File: src/rtl/bch_serial_parity_encoder.sv
// Systematic serial BCH encoder: passes message bits straight through while folding them into the
// parity LFSR, then shifts the parity out MSB first and rearms for the next codeword.
module bch_serial_parity_encoder #(
    parameter int unsigned MessageLength = 4096,
    parameter int unsigned ParityLength  = 168,
    // Default generator; instantiate with the released t=12 GF(2^14) polynomial for production.
    parameter logic [ParityLength-1:0] GenPoly =
        ParityLength'(168'h4B_1D3C_97A2_E60F_58C4_B31A_7D92_0E6F_C85B_27D1_3A95)
) (
    input  logic iClock,
    input  logic iReset,
    input  logic iMessageBit,
    input  logic iMessageValid,
    output logic oMessageReady,
    output logic oCodeBit,
    output logic oCodeValid,
    input  logic iCodeReady,
    output logic oCodeLast,
    output logic oBusy
);

    localparam int unsigned CountWidth = 14;
    localparam logic [CountWidth-1:0] MsgLastCount = CountWidth'(MessageLength - 1);
    localparam logic [CountWidth-1:0] ParLastCount = CountWidth'(ParityLength - 1);

    typedef enum logic {
        ST_MSG,
        ST_PARITY
    } state_e;

    state_e                  state_q, state_d;
    logic [CountWidth-1:0]   count_q, count_d;
    logic [ParityLength-1:0] parity_q, parity_d;
    logic                    fb;

    always_ff @(posedge iClock) begin
        if (iReset) begin
            state_q  <= ST_MSG;
            count_q  <= '0;
            parity_q <= '0;
        end else begin
            state_q  <= state_d;
            count_q  <= count_d;
            parity_q <= parity_d;
        end
    end

    // Next-state and handshake logic; reset forces every output low.
    always_comb begin
        state_d       = state_q;
        count_d       = count_q;
        parity_d      = parity_q;
        oMessageReady = 1'b0;
        oCodeBit      = 1'b0;
        oCodeValid    = 1'b0;
        oCodeLast     = 1'b0;
        fb            = iMessageBit ^ parity_q[ParityLength-1];

        unique case (state_q)
            ST_MSG: begin
                oMessageReady = iCodeReady;
                oCodeBit      = iMessageBit;
                oCodeValid    = iMessageValid;
                if (iMessageValid && iCodeReady) begin
                    parity_d    = (parity_q << 1) ^ (GenPoly & {ParityLength{fb}});
                    parity_d[0] = fb;
                    if (count_q == MsgLastCount) begin
                        state_d = ST_PARITY;
                        count_d = '0;
                    end else begin
                        count_d = count_q + CountWidth'(1);
                    end
                end
            end
            ST_PARITY: begin
                oCodeValid = 1'b1;
                oCodeBit   = parity_q[ParityLength-1];
                oCodeLast  = (count_q == ParLastCount);
                if (iCodeReady) begin
                    // Shifting out leaves the register all-zero after the last bit.
                    parity_d = parity_q << 1;
                    if (count_q == ParLastCount) begin
                        state_d = ST_MSG;
                        count_d = '0;
                    end else begin
                        count_d = count_q + CountWidth'(1);
                    end
                end
            end
            default: begin
                state_d = ST_MSG;
            end
        endcase

        oBusy = (count_q != '0) || (state_q == ST_PARITY);

        if (iReset) begin
            oMessageReady = 1'b0;
            oCodeBit      = 1'b0;
            oCodeValid    = 1'b0;
            oCodeLast     = 1'b0;
            oBusy         = 1'b0;
        end
    end

endmodule

File: config.mk
export PLATFORM = sky130hd
export DESIGN_NAME = bch_serial_parity_encoder
export DESIGN_NICKNAME = d
export VERILOG_FILES = /design/src/rtl/bch_serial_parity_encoder.sv
export SDC_FILE = /design/constraint.sdc
export NUM_CORES = 1
export LEC_CHECK = 0
export BUFFER_PORTS_ARGS = -buffer_cell sky130_fd_sc_hd__clkbuf_2
export CAP_MARGIN = 20
export CORE_MARGIN = 4
export CORE_UTILIZATION = 50
export DETAILED_ROUTE_END_ITERATION = 10
export PLACE_DENSITY = 0.67
export SLEW_MARGIN = 20
export SYNTH_ARGS = -nofsm -noshare
export SYNTH_HDL_FRONTEND = slang
export SYNTH_SLANG_ARGS = --single-unit
export TNS_END_PERCENT = 5
File: constraint.sdc
create_clock -name iClock -period 3.5 [get_ports iClock]
set_clock_uncertainty 0.1 [all_clocks]
set_input_delay 0.7 -clock iClock [delete_from_list [all_inputs] [get_ports iClock]]
set_output_delay 0.7 -clock iClock [all_outputs]
set_load 0.005 [all_outputs]
==> run_results.csv, run 1 <==
group,metric,value,unit
detailed_routing,vias,5305,
timing,slew_headroom,0.390,
timing,rsz0062_at_grt,"no",
logic_synthesis,synthFlopType,"dfxtp_1",
logic_synthesis,syn_nets,851,
timing,setup_viol_count_final,0,
critical_path,r2r_slack,1.10,ns
clocking,clock_path_buffers,2,
clocking,cts_resized,0,
global_route,grt_pass1_vias,5137,
logic_synthesis,synthCells,843,
logic_synthesis,yosys_warnings,0,
critical_path,worstPathCellList,"or4_1 -> nor4_2 -> nor2b_1 -> clkbuf_2",
finish,seq_area,3660,sq um
clocking,numCtsBuffers,17,
floorplanning,die_h,128,um
hold_path,hp-start,"parity_q[166]",
detailed_routing,drc,0,
clocking,holdBufCountCts,0,
logic_synthesis,synth_enable_flop_cells,0,
critical_path,end_kind,"primary output",
critical_path,criticalPathCategory,"flop to primary output",
detailed_routing,drtIter0Drc,354,
placed_design,place_hpwl,7170,um
placed_design,post_dp_cell_area,7430,sq um
finish,nFillCells,1235,
pwr,power_density,562,nW/um^2
clocking,cts.htree.levels,4,
pwr,ir_drop,0.449,mV
critical_path,timing.critical_path.from,"count_q[3]",
critical_path,rr_startpoint,"state_q",
logic_synthesis,synth_cell_types,38,
clocking,cts-root-buf,"clkbuf_16",
placed_design,gp_congestion,0.814,
timing,fin_setup_tns,0,ns
critical_path,max_stage_delay,0.60,ns
logic_synthesis,syn_area,7250,sq um
finish,finish.instance_area,8030,sq um
hold_path,hp-class,"flop to flop",
timing,hold_viol,0,
global_route,grt_max_degree,169,
global_route,track_usage,0.164,
timing,tightestPinTransition,0.912,ns
timing,finalCritPeriodShare,0.823,
logic_synthesis,synthArstFlopShare,0,
finish,drive_above_1_share,0.0751,
critical_path,slowest_stage,"or4_1",
logic_synthesis,ys_ff_latch,183,
clocking,cts_tree,"yes",
finish,multi_input_area,3310,sq um
critical_path,cp.arrival,2.08,ns
run_status,status,"finished, final reports clean",
job,maxCapViolations,0,
critical_path,critPathTopFamily,"simple AND/OR/NAND/NOR gates",
finish,stdcell_count,1006,
clocking,clk_pin_slew_worst_paths,0.07,ns
pwr,leakage,0.00258,uW
finish,diodes,0,
floorplanning,num_rows,43,
clocking,cts_setup_buffers,0,
timing,min_period,2.88,ns
critical_path,crit_path_start_kind,"flop",
clocking,clock_latency,0.42,ns
finish,area_growth,10.6,%
placed_design,portBuffers,9,
critical_path,critical_path_buf_inv_count,1,
global_route,grt.overflow.total,0,
logic_synthesis,postSynthAreaPerCell,8.61,sq um
critical_path,critPathMaxFanout,5,
floorplanning,coreArea,14000,sq um
timing,max_freq,347,MHz
critical_path,required,2.70,ns
detailed_routing,wl,12600,um
floorplanning,fp.dieW,128,um
finish,final_nets,822,
detailed_routing,routedWlPerCell,12.6,um
global_route,grt_pass1_wl,22700,um
global_route,antenna_found_initial,0,
detailed_routing,antenna_left,0,
timing,drv_slew,0,
floorplanning,ios,10,
floorplanning,die_area,16500,sq um
detailed_routing,viasPerCell,5.27,
placed_design,dp.cells,975,
clocking,cts.sinks,183,
floorplanning,floorplan.initialDensity,0.517,
detailed_routing,drt_first_pass_iters,4,
timing,whs,0.345,ns
logic_synthesis,yosysSeqAreaShare,0.505,
-- layout make-up --
class,instances,area share
tap,180,0.0281
clock inverter,10,0.0148
timing repair buffer,21,0.0265
multi-input combinational,587,0.412
clock buffer,21,0.0599
inverter,4,0.00187
sequential,183,0.456
-- path summary, 6_finish.rpt --
kind | endpoint | cells past startpoint
hold reg to reg | parity_q[167] | 2
setup reg to reg | count_q[13] | 4
setup / recovery | oCodeLast | 4
hold / removal | parity_q[167] | 2
-- power breakdown --
group          switching, uW  internal [uW]
clock network            777           1130
logic                    219            160
registers               52.2           2170
total                   1050           3460
-- sequential cells by signal, summed over array words and instances, names as in the netlist --
| name | flops |
|---|---|
| parity_q | 168 |
| state_q | 1 |
| count_q | 14 |
-- tightest hold or removal path: cells and delay by family, from the launching register on --
kind               cells  cell delay (ns)
DFF                    1             0.31
and+or+nand+nor        1             0.05
AOI/OAI and AO/OA      1             0.05
-- placed cells by master (no fill, tap or decap), types with 2 or more instances in the layout --
| cell | instances |
|---|---|
| ha_1 | 3 |
| a21oi_1 | 88 |
| nor3_1 | 12 |
| a211oi_2 | 2 |
| buf_4 | 7 |
| nand2_1 | 176 |
| clkinv_2 | 2 |
| clkbuf_16 | 17 |
| a211oi_1 | 84 |
| nand4_1 | 6 |
| nor2_1 | 93 |
| clkbuf_8 | 4 |
| o21ai_0 | 2 |
| clkbuf_2 | 8 |
| nand3_1 | 3 |
| xnor2_1 | 91 |
| clkinvlp_4 | 3 |
| nand3_2 | 2 |
| or3_1 | 3 |
| inv_6 | 2 |
| dfxtp_1 | 183 |
| bufinv_16 | 2 |
| inv_1 | 4 |
| buf_12 | 6 |
| xor2_1 | 3 |
| nor4_1 | 2 |
-- Yosys cell counts (3+ instances only) --
cell      count  area share
a211oi_1     84       0.087
a21oi_1      88       0.061
buf_1         3      0.0016
buf_2         8      0.0055
buf_4         3      0.0031
clkbuf_1     54       0.028
dfxtp_1     183        0.51
ha_1          3      0.0052
inv_1         4      0.0021
nand2_1     176       0.091
nand3_1       3      0.0021
nand4_1       6      0.0052
nor2_1       94       0.049
nor3_1       12      0.0083
or3_1         3      0.0026
xnor2_1      91        0.11
xor2_1        3      0.0036
-- kinds of logic (layout without fill, tap and decap cells) --
kind of cell,count (synthesis),count (layout),synth area share
adders and majority gates,3,3,0.00517
DFF,183,183,0.505
muxes,1,1,0.00138
AOI/OAI and AO/OA,183,183,0.161
xor gates and xnor gates,94,94,0.113
and+or+nand+nor,306,306,0.173
buffers and inverters,73,56,0.0417
-- per-stage QoR --
step                      total power (uW)  utilization  setup slack, ns
final                                 4510        0.572            0.619
after floorplan                       2570            -             1.29
after CTS                             4560        0.572            0.597
after detailed placement              2650        0.529            0.897
after global placement                2640        0.529            0.968
after global routing                  4700        0.572            0.427
-- per-layer routing --
layer / vias up / part of all wire / GRT usage
met1: 2488 / 0.49 / 0.203
met2: 47 / 0.47 / 0.273
met3: 11 / 0.028 / 0.0515
li1: 2759 / - / -
met4: 0 / 0.010 / 0.0531
met5: - / 0 / 0
Power figures use the tool's default switching activity.
==> inputs of run 2 (changes only) <==
--- a/config.mk
+++ b/config.mk
@@ -5,6 +5,7 @@
 export SDC_FILE = /design/constraint.sdc
 export NUM_CORES = 1
 export LEC_CHECK = 0
+export ABC_AREA = 1
 export BUFFER_PORTS_ARGS = -buffer_cell sky130_fd_sc_hd__clkbuf_2
 export CAP_MARGIN = 20
 export CORE_MARGIN = 4
==> constraint.sdc (replaced) <==
create_clock -name iClock -period 2.9 [get_ports iClock]
set_clock_uncertainty 0.1 [all_clocks]
set_input_delay 0.58 -clock iClock [delete_from_list [all_inputs] [get_ports iClock]]
set_output_delay 0.58 -clock iClock [all_outputs]
set_load 0.005 [all_outputs]
==> run 2 against run 1 <==
Effect of this change: die area increased by 0.31%; hold slack improved by 0.0059 ns; via count increased by 1.0%; sequential power increased by 24%; register-to-register slack got worse by 0.14 ns; global-route usage decreased by 0.40 points; count of clock-buffer cells in the layout decreased by 2; clock power increased by 31%; synthesized cell count increased by 3.8%; critical path type unchanged; largest cell class unchanged; largest power group unchanged.
==> run_results.csv, run 2 <==
group,metric,value,unit
global_route,antenna_found_initial,0,
global_route,grt_pass1_wl,22200,um
floorplanning,die_h,129,um
timing,finalCritPeriodShare,0.811,
placed_design,portBuffers,9,
clocking,cts-root-buf,"clkbuf_16",
detailed_routing,drt_first_pass_iters,6,
clocking,holdBufCountCts,0,
placed_design,post_dp_cell_area,7360,sq um
clocking,clock_path_buffers,2,
pwr,totalPowerFinal,5740,uW
hold_path,hp-class,"input pin to flop",
logic_synthesis,ys_ff_latch,183,
floorplanning,fp.dieW,129,um
clocking,clk_pin_slew_worst_paths,0.07,ns
finish,largest-register,"parity_q",
detailed_routing,antenna_left,0,
timing,min_period,2.35,ns
detailed_routing,top_layer,"met4",
clocking,cts_setup_buffers,0,
timing,fin_setup_tns,0,ns
detailed_routing,routedWlPerCell,12.2,um
critical_path,max_stage_delay,0.33,ns
detailed_routing,wl,12700,um
detailed_routing,drt-met1-wl,6170,um
critical_path,critPathTopFamily,"simple AND/OR/NAND/NOR gates",
critical_path,slowest_stage,"dfxtp_1",
floorplanning,die_area,16600,sq um
logic_synthesis,synthArstFlopShare,0,
finish,area_growth,9.92,%
clocking,cts.htree.levels,4,
critical_path,critPathMaxFanout,3,
timing,slew_headroom,0.619,
timing,drv_slew,0,
timing,max_freq,425,MHz
clocking,cts_tree,"yes",
detailed_routing,viasPerCell,5.16,
logic_synthesis,syn_area,7280,sq um
placed_design,place_hpwl,7240,um
logic_synthesis,syn_nets,883,
logic_synthesis,synthCells,875,
timing,rsz0062_at_grt,"no",
finish,largest_reg_flops,168,
logic_synthesis,synth_enable_flop_cells,0,
logic_synthesis,yosys_warnings,0,
clocking,numCtsBuffers,17,
timing,tightestPinTransition,0.572,ns
clocking,cts_resized,0,
global_route,track_usage,0.160,
logic_synthesis,yosysMostFrequentCell,"nor2_1",
finish,mostFrequentLayoutCell,"nor2_1",
detailed_routing,met2WireLength,5920,um
logic_synthesis,netlist.area_leader.share,0.503,
global_route,grt_max_degree,169,
critical_path,cp.arrival,1.67,ns
pwr,power_density,718,nW/um^2
logic_synthesis,yosysSeqAreaShare,0.503,
timing,hold_viol,0,
clocking,clock_latency,0.42,ns
finish,final_nets,854,
clocking,cts.sinks,183,
detailed_routing,wl_met3,423,um
detailed_routing,drtIter0Drc,387,
floorplanning,ios,10,
logic_synthesis,yosysTopAreaCell,"dfxtp_1",
logic_synthesis,synthTopCellsByArea,"dfxtp_1 50%, o21ai_0 12%, xor2_1 11%, nor2_1 9.6%, a21oi_1 6.1%",
floorplanning,num_rows,43,
finish,drive_above_1_share,0.0827,
finish,top_regs,"parity_q (168), count_q (14), state_q (1)",
logic_synthesis,postSynthAreaPerCell,8.32,sq um
global_route,grt_pass1_vias,5095,
finish,diodes,0,
timing,setup_viol_count_final,0,
logic_synthesis,synthFlopType,"dfxtp_1",
critical_path,criticalPathCategory,"flop to primary output",
placed_design,gp_congestion,0.812,
floorplanning,coreArea,14000,sq um
critical_path,end_kind,"primary output",
job,maxCapViolations,0,
critical_path,required,2.22,ns
critical_path,crit_path_start_kind,"flop",
pwr,leakage,0.00327,uW
critical_path,worstPathCellList,"or2_2 -> nor2_1 -> nand2_1 -> nor3_1 -> clkbuf_2",
floorplanning,floorplan.initialDensity,0.518,
finish,finish.instance_area,8000,sq um
finish,layout_common_cells,"186 x nor2_1, 183 x dfxtp_1, 176 x o21ai_0",
global_route,grt.overflow.total,0,
pwr,ir_drop,0.480,mV
run_status,status,"finished, final reports clean",
critical_path,critical_path_buf_inv_count,1,
logic_synthesis,synth_common_cells,"186 x nor2_1, 183 x dfxtp_1, 176 x o21ai_0",
logic_synthesis,synth_cell_types,27,
detailed_routing,drc,0,
detailed_routing,vias,5360,
[run 2: cell count changes in the layout (fill, tap and decap cells not counted), sizes merged, moves of 16 or more]
cell    change
inv        +16
nand2     -150
xor2       +88
xnor2      -90
nor2      +104
a211oi     -86
o21ai     +175
[run 2: metrics by stage]
| step | cells | util | hold WS (ns) | setup slack, ns |
|---|---|---|---|---|
| global placement | 1007 | 0.524 | 0.357 | 0.824 |
| global route | 1039 | 0.570 | 0.357 | 0.413 |
| floorplan | 875 | - | 0.350 | 0.796 |
| detailed placement | 1007 | 0.524 | 0.366 | 0.798 |
| CTS | 1039 | 0.570 | 0.338 | 0.524 |
| finish | 1039 | 0.570 | 0.351 | 0.549 |
[run 2: where the power goes]
group / switching (uW) / internal, uW
registers: 88.8 / 2670
clock network: 978 / 1500
logic: 304 / 198
[run 2: cell type report]
| class | instances | area, sq um |
|---|---|---|
| flip-flops and latches | 183 | 3660 |
| fillers | 1268 | 6040 |
| clock inverters | 13 | 190 |
| multi-input cells | 606 | 3200 |
| well taps | 180 | 225 |
| clock buffers | 19 | 453 |
| repair buffers | 19 | 195 |
| inverters | 19 | 77.6 |
[run 2: kinds of logic after synthesis]
| logic type | count (synthesis) | share of synthesized area |
|---|---|---|
| simple gates | 242 | 0.134 |
| fa+ha+maj | 3 | 0.00516 |
| flops | 183 | 0.503 |
| buf+inv | 86 | 0.0586 |
| compound gates | 269 | 0.188 |
| xor+xnor | 92 | 0.111 |
[run 2: path summary, 6_finish.rpt]
check	startpoint	end	slack [ns]	cells after the start
setup reg to reg	state_q	parity_q[29]	0.96	5
hold / removal	iReset	count_q[13]	0.35	2
hold reg to reg	parity_q[14]	parity_q[14]	0.38	2
setup / recovery	count_q[10]	oCodeLast	0.55	5
[run 2: metal layers]
| metal | vias to the layer above | GRT usage |
|---|---|---|
| li1 | 2803 | - |
| met4 | 0 | 0.0482 |
| met1 | 2469 | 0.195 |
| met3 | 15 | 0.0477 |
| met5 | - | 0 |
| met2 | 73 | 0.273 |
==> inputs of run 3 (changes only) <==
==> constraint.sdc (replaced) <==
create_clock -name iClock -period 2.2 [get_ports iClock]
set_clock_uncertainty 0.1 [all_clocks]
set_input_delay 0.44 -clock iClock [delete_from_list [all_inputs] [get_ports iClock]]
set_output_delay 0.44 -clock iClock [all_outputs]
set_load 0.005 [all_outputs]
==> run 3 against run 2 <==
Effect of this change: final cell count hardly changed; core utilization shrank 0.49 points; critical path depth grew 1; flip-flop and latch count unchanged; combinational power up 32%; count of clock-buffer cells in the layout is 4 higher; via count up 0.82%; die area stayed put; worst setup slack worse by 0.52 ns; final area fell by 0.86%; first-iteration DRC count grew 15%; hold slack worse by 0.14 ns; critical path type unchanged.
==> run_results.csv, run 3 (synthesis results as in run 2) <==
group,metric,value,unit
timing,tightestPinTransition,0.477,ns
floorplanning,die_area,16600,sq um
finish,layout_common_cells,"185 x nor2_1, 180 x dfxtp_1, 176 x o21ai_0",
timing,rsz0062_at_grt,"yes",
pwr,combPwrFrac,0.092,
pwr,clockPowerShare,0.400,
finish,utilization,0.565,
clocking,clock_latency,0.42,ns
detailed_routing,drtIter0Drc,444,
timing,min_period,2.17,ns
global_route,grt.overflow.total,0,
global_route,grt_max_degree,126,
pwr,power_density,904,nW/um^2
finish,diodes,0,
pwr,switching_share,0.239,
timing,drv_slew,0,
global_route,antenna_found_initial,0,
finish,largest_reg_flops,168,
timing,setup_viol_count_final,0,
global_route,track_usage,0.163,
detailed_routing,viasPerCell,5.21,
global_route,grt_pass1_vias,5074,
pwr,ir_drop,0.550,mV
critical_path,critPathMaxFanout,4,
clocking,cts_tree,"yes",
floorplanning,coreArea,14000,sq um
placed_design,portBuffers,9,
clocking,cts.htree.levels,4,
pwr,power.internal,5450,uW
detailed_routing,drt_first_pass_iters,5,
timing,slew_headroom,0.682,
floorplanning,ios,10,
finish,stdcell_count,1038,
critical_path,cp.arrival,1.63,ns
timing,finalCritPeriodShare,0.988,
pwr,p_sw,1710,uW
floorplanning,die_h,129,um
placed_design,dp.cells,1007,
pwr,leakage,0.00322,uW
clocking,numCtsBuffers,17,
placed_design,dp_slack,0.384,ns
critical_path,criticalPathCategory,"flop to primary output",
finish,area_growth,8.97,%
finish,mostFrequentLayoutCell,"nor2_1",
clocking,cts-root-buf,"clkbuf_16",
pwr,p_seq_frac,0.508,
finish,nFillCells,1241,
floorplanning,num_rows,43,
run_status,status,"finished, final reports clean",
critical_path,crit_path_start_kind,"flop",
placed_design,gp_congestion,0.899,
finish,final_nets,854,
detailed_routing,wl,12700,um
finish,top_regs,"parity_q (168), count_q (14), state_q (1)",
hold_path,hp-class,"input pin to flop",
global_route,grt_pass1_wl,22400,um
clocking,cts.sinks,183,
floorplanning,floorplan.initialDensity,0.518,
detailed_routing,antenna_left,0,
placed_design,place_hpwl,7220,um
clocking,clk_pin_slew_worst_paths,0.06,ns
pwr,totalPowerFinal,7170,uW
timing,hold_viol,0,
detailed_routing,routedWlPerCell,12.3,um
detailed_routing,vias,5404,
critical_path,required,1.66,ns
finish,largest-register,"parity_q",
finish,drive_above_1_share,0.0862,
clocking,cts_setup_buffers,0,
timing,whs,0.210,ns
floorplanning,fp.dieW,129,um
detailed_routing,drc,0,
critical_path,end_kind,"primary output",
job,maxCapViolations,0,
timing,max_freq,460,MHz
clocking,clock_path_buffers,2,
timing,setup_ws,0.0260,ns
## run 3: cell count changes in the layout (fill, tap and decap cells not counted), sizes merged
cell,change
bufinv,-3
clkinvlp,+2
clkbuf,+4
inv,-4
## run 3: per-stage QoR
| step | TNS (ns) | cell area, sq um |
|---|---|---|
| final | 0 | 7930 |
| after CTS | 0 | 7920 |
| after global routing | -0.0712 | 7930 |
| after detailed placement | 0 | 7360 |
| after floorplan | 0 | 7280 |
| after global placement | 0 | 7360 |
## run 3: worst paths after layout
| path | cells past startpoint | end | start | slack [ns] |
|---|---|---|---|---|
| setup / recovery | 6 | oBusy | count_q[0] | 0.03 |
| hold / removal | 2 | state_q | iReset | 0.21 |
| setup reg to reg | 9 | count_q[9] | count_q[9] | 0.40 |
| hold reg to reg | 2 | parity_q[118] | parity_q[118] | 0.38 |
## run 3: critical path, cell delays in order (launching register included)
cell and delay, ns:
dfxtp_2 0.34, inv_1 0.09, ha_1 0.17, nand4_1 0.12, nor3_1 0.22, a31oi_1 0.14
clkbuf_2 0.14
## run 3: power groups by stage
| stage | Clock [uW] | Combinational, uW | Sequential [uW] |
|---|---|---|---|
| floorplan | 0 | 565 | 3680 |
| global route | 3070 | 765 | 3670 |
| detailed placement | 0 | 664 | 3710 |
| finish | 2860 | 661 | 3640 |
| CTS | 2940 | 671 | 3640 |
| global placement | 0 | 644 | 3700 |
## run 3: layer usage
layer  share of wire  global-route usage
met5               0                   0
met4           0.018              0.0723
met3           0.031              0.0399
met2            0.47               0.266
met1            0.48               0.206
## run 3: layout make-up
cell class	instances	area, sq um	share of cell area
multi-input combinational	606	3210	0.404
inverter	19	77.6	0.00978
timing repair buffer	19	195	0.0246
clock inverter	8	72.6	0.00915
clock buffer	23	488	0.0615
tap	180	225	0.0284
sequential	183	3670	0.462
## run 3: timing repair
action / in CTS / in global routing
gates resized for setup: 3 / 3
setup endpoints to repair: 2 / 1
pin swaps: 0 / 0
hold buffers: 0 / 0
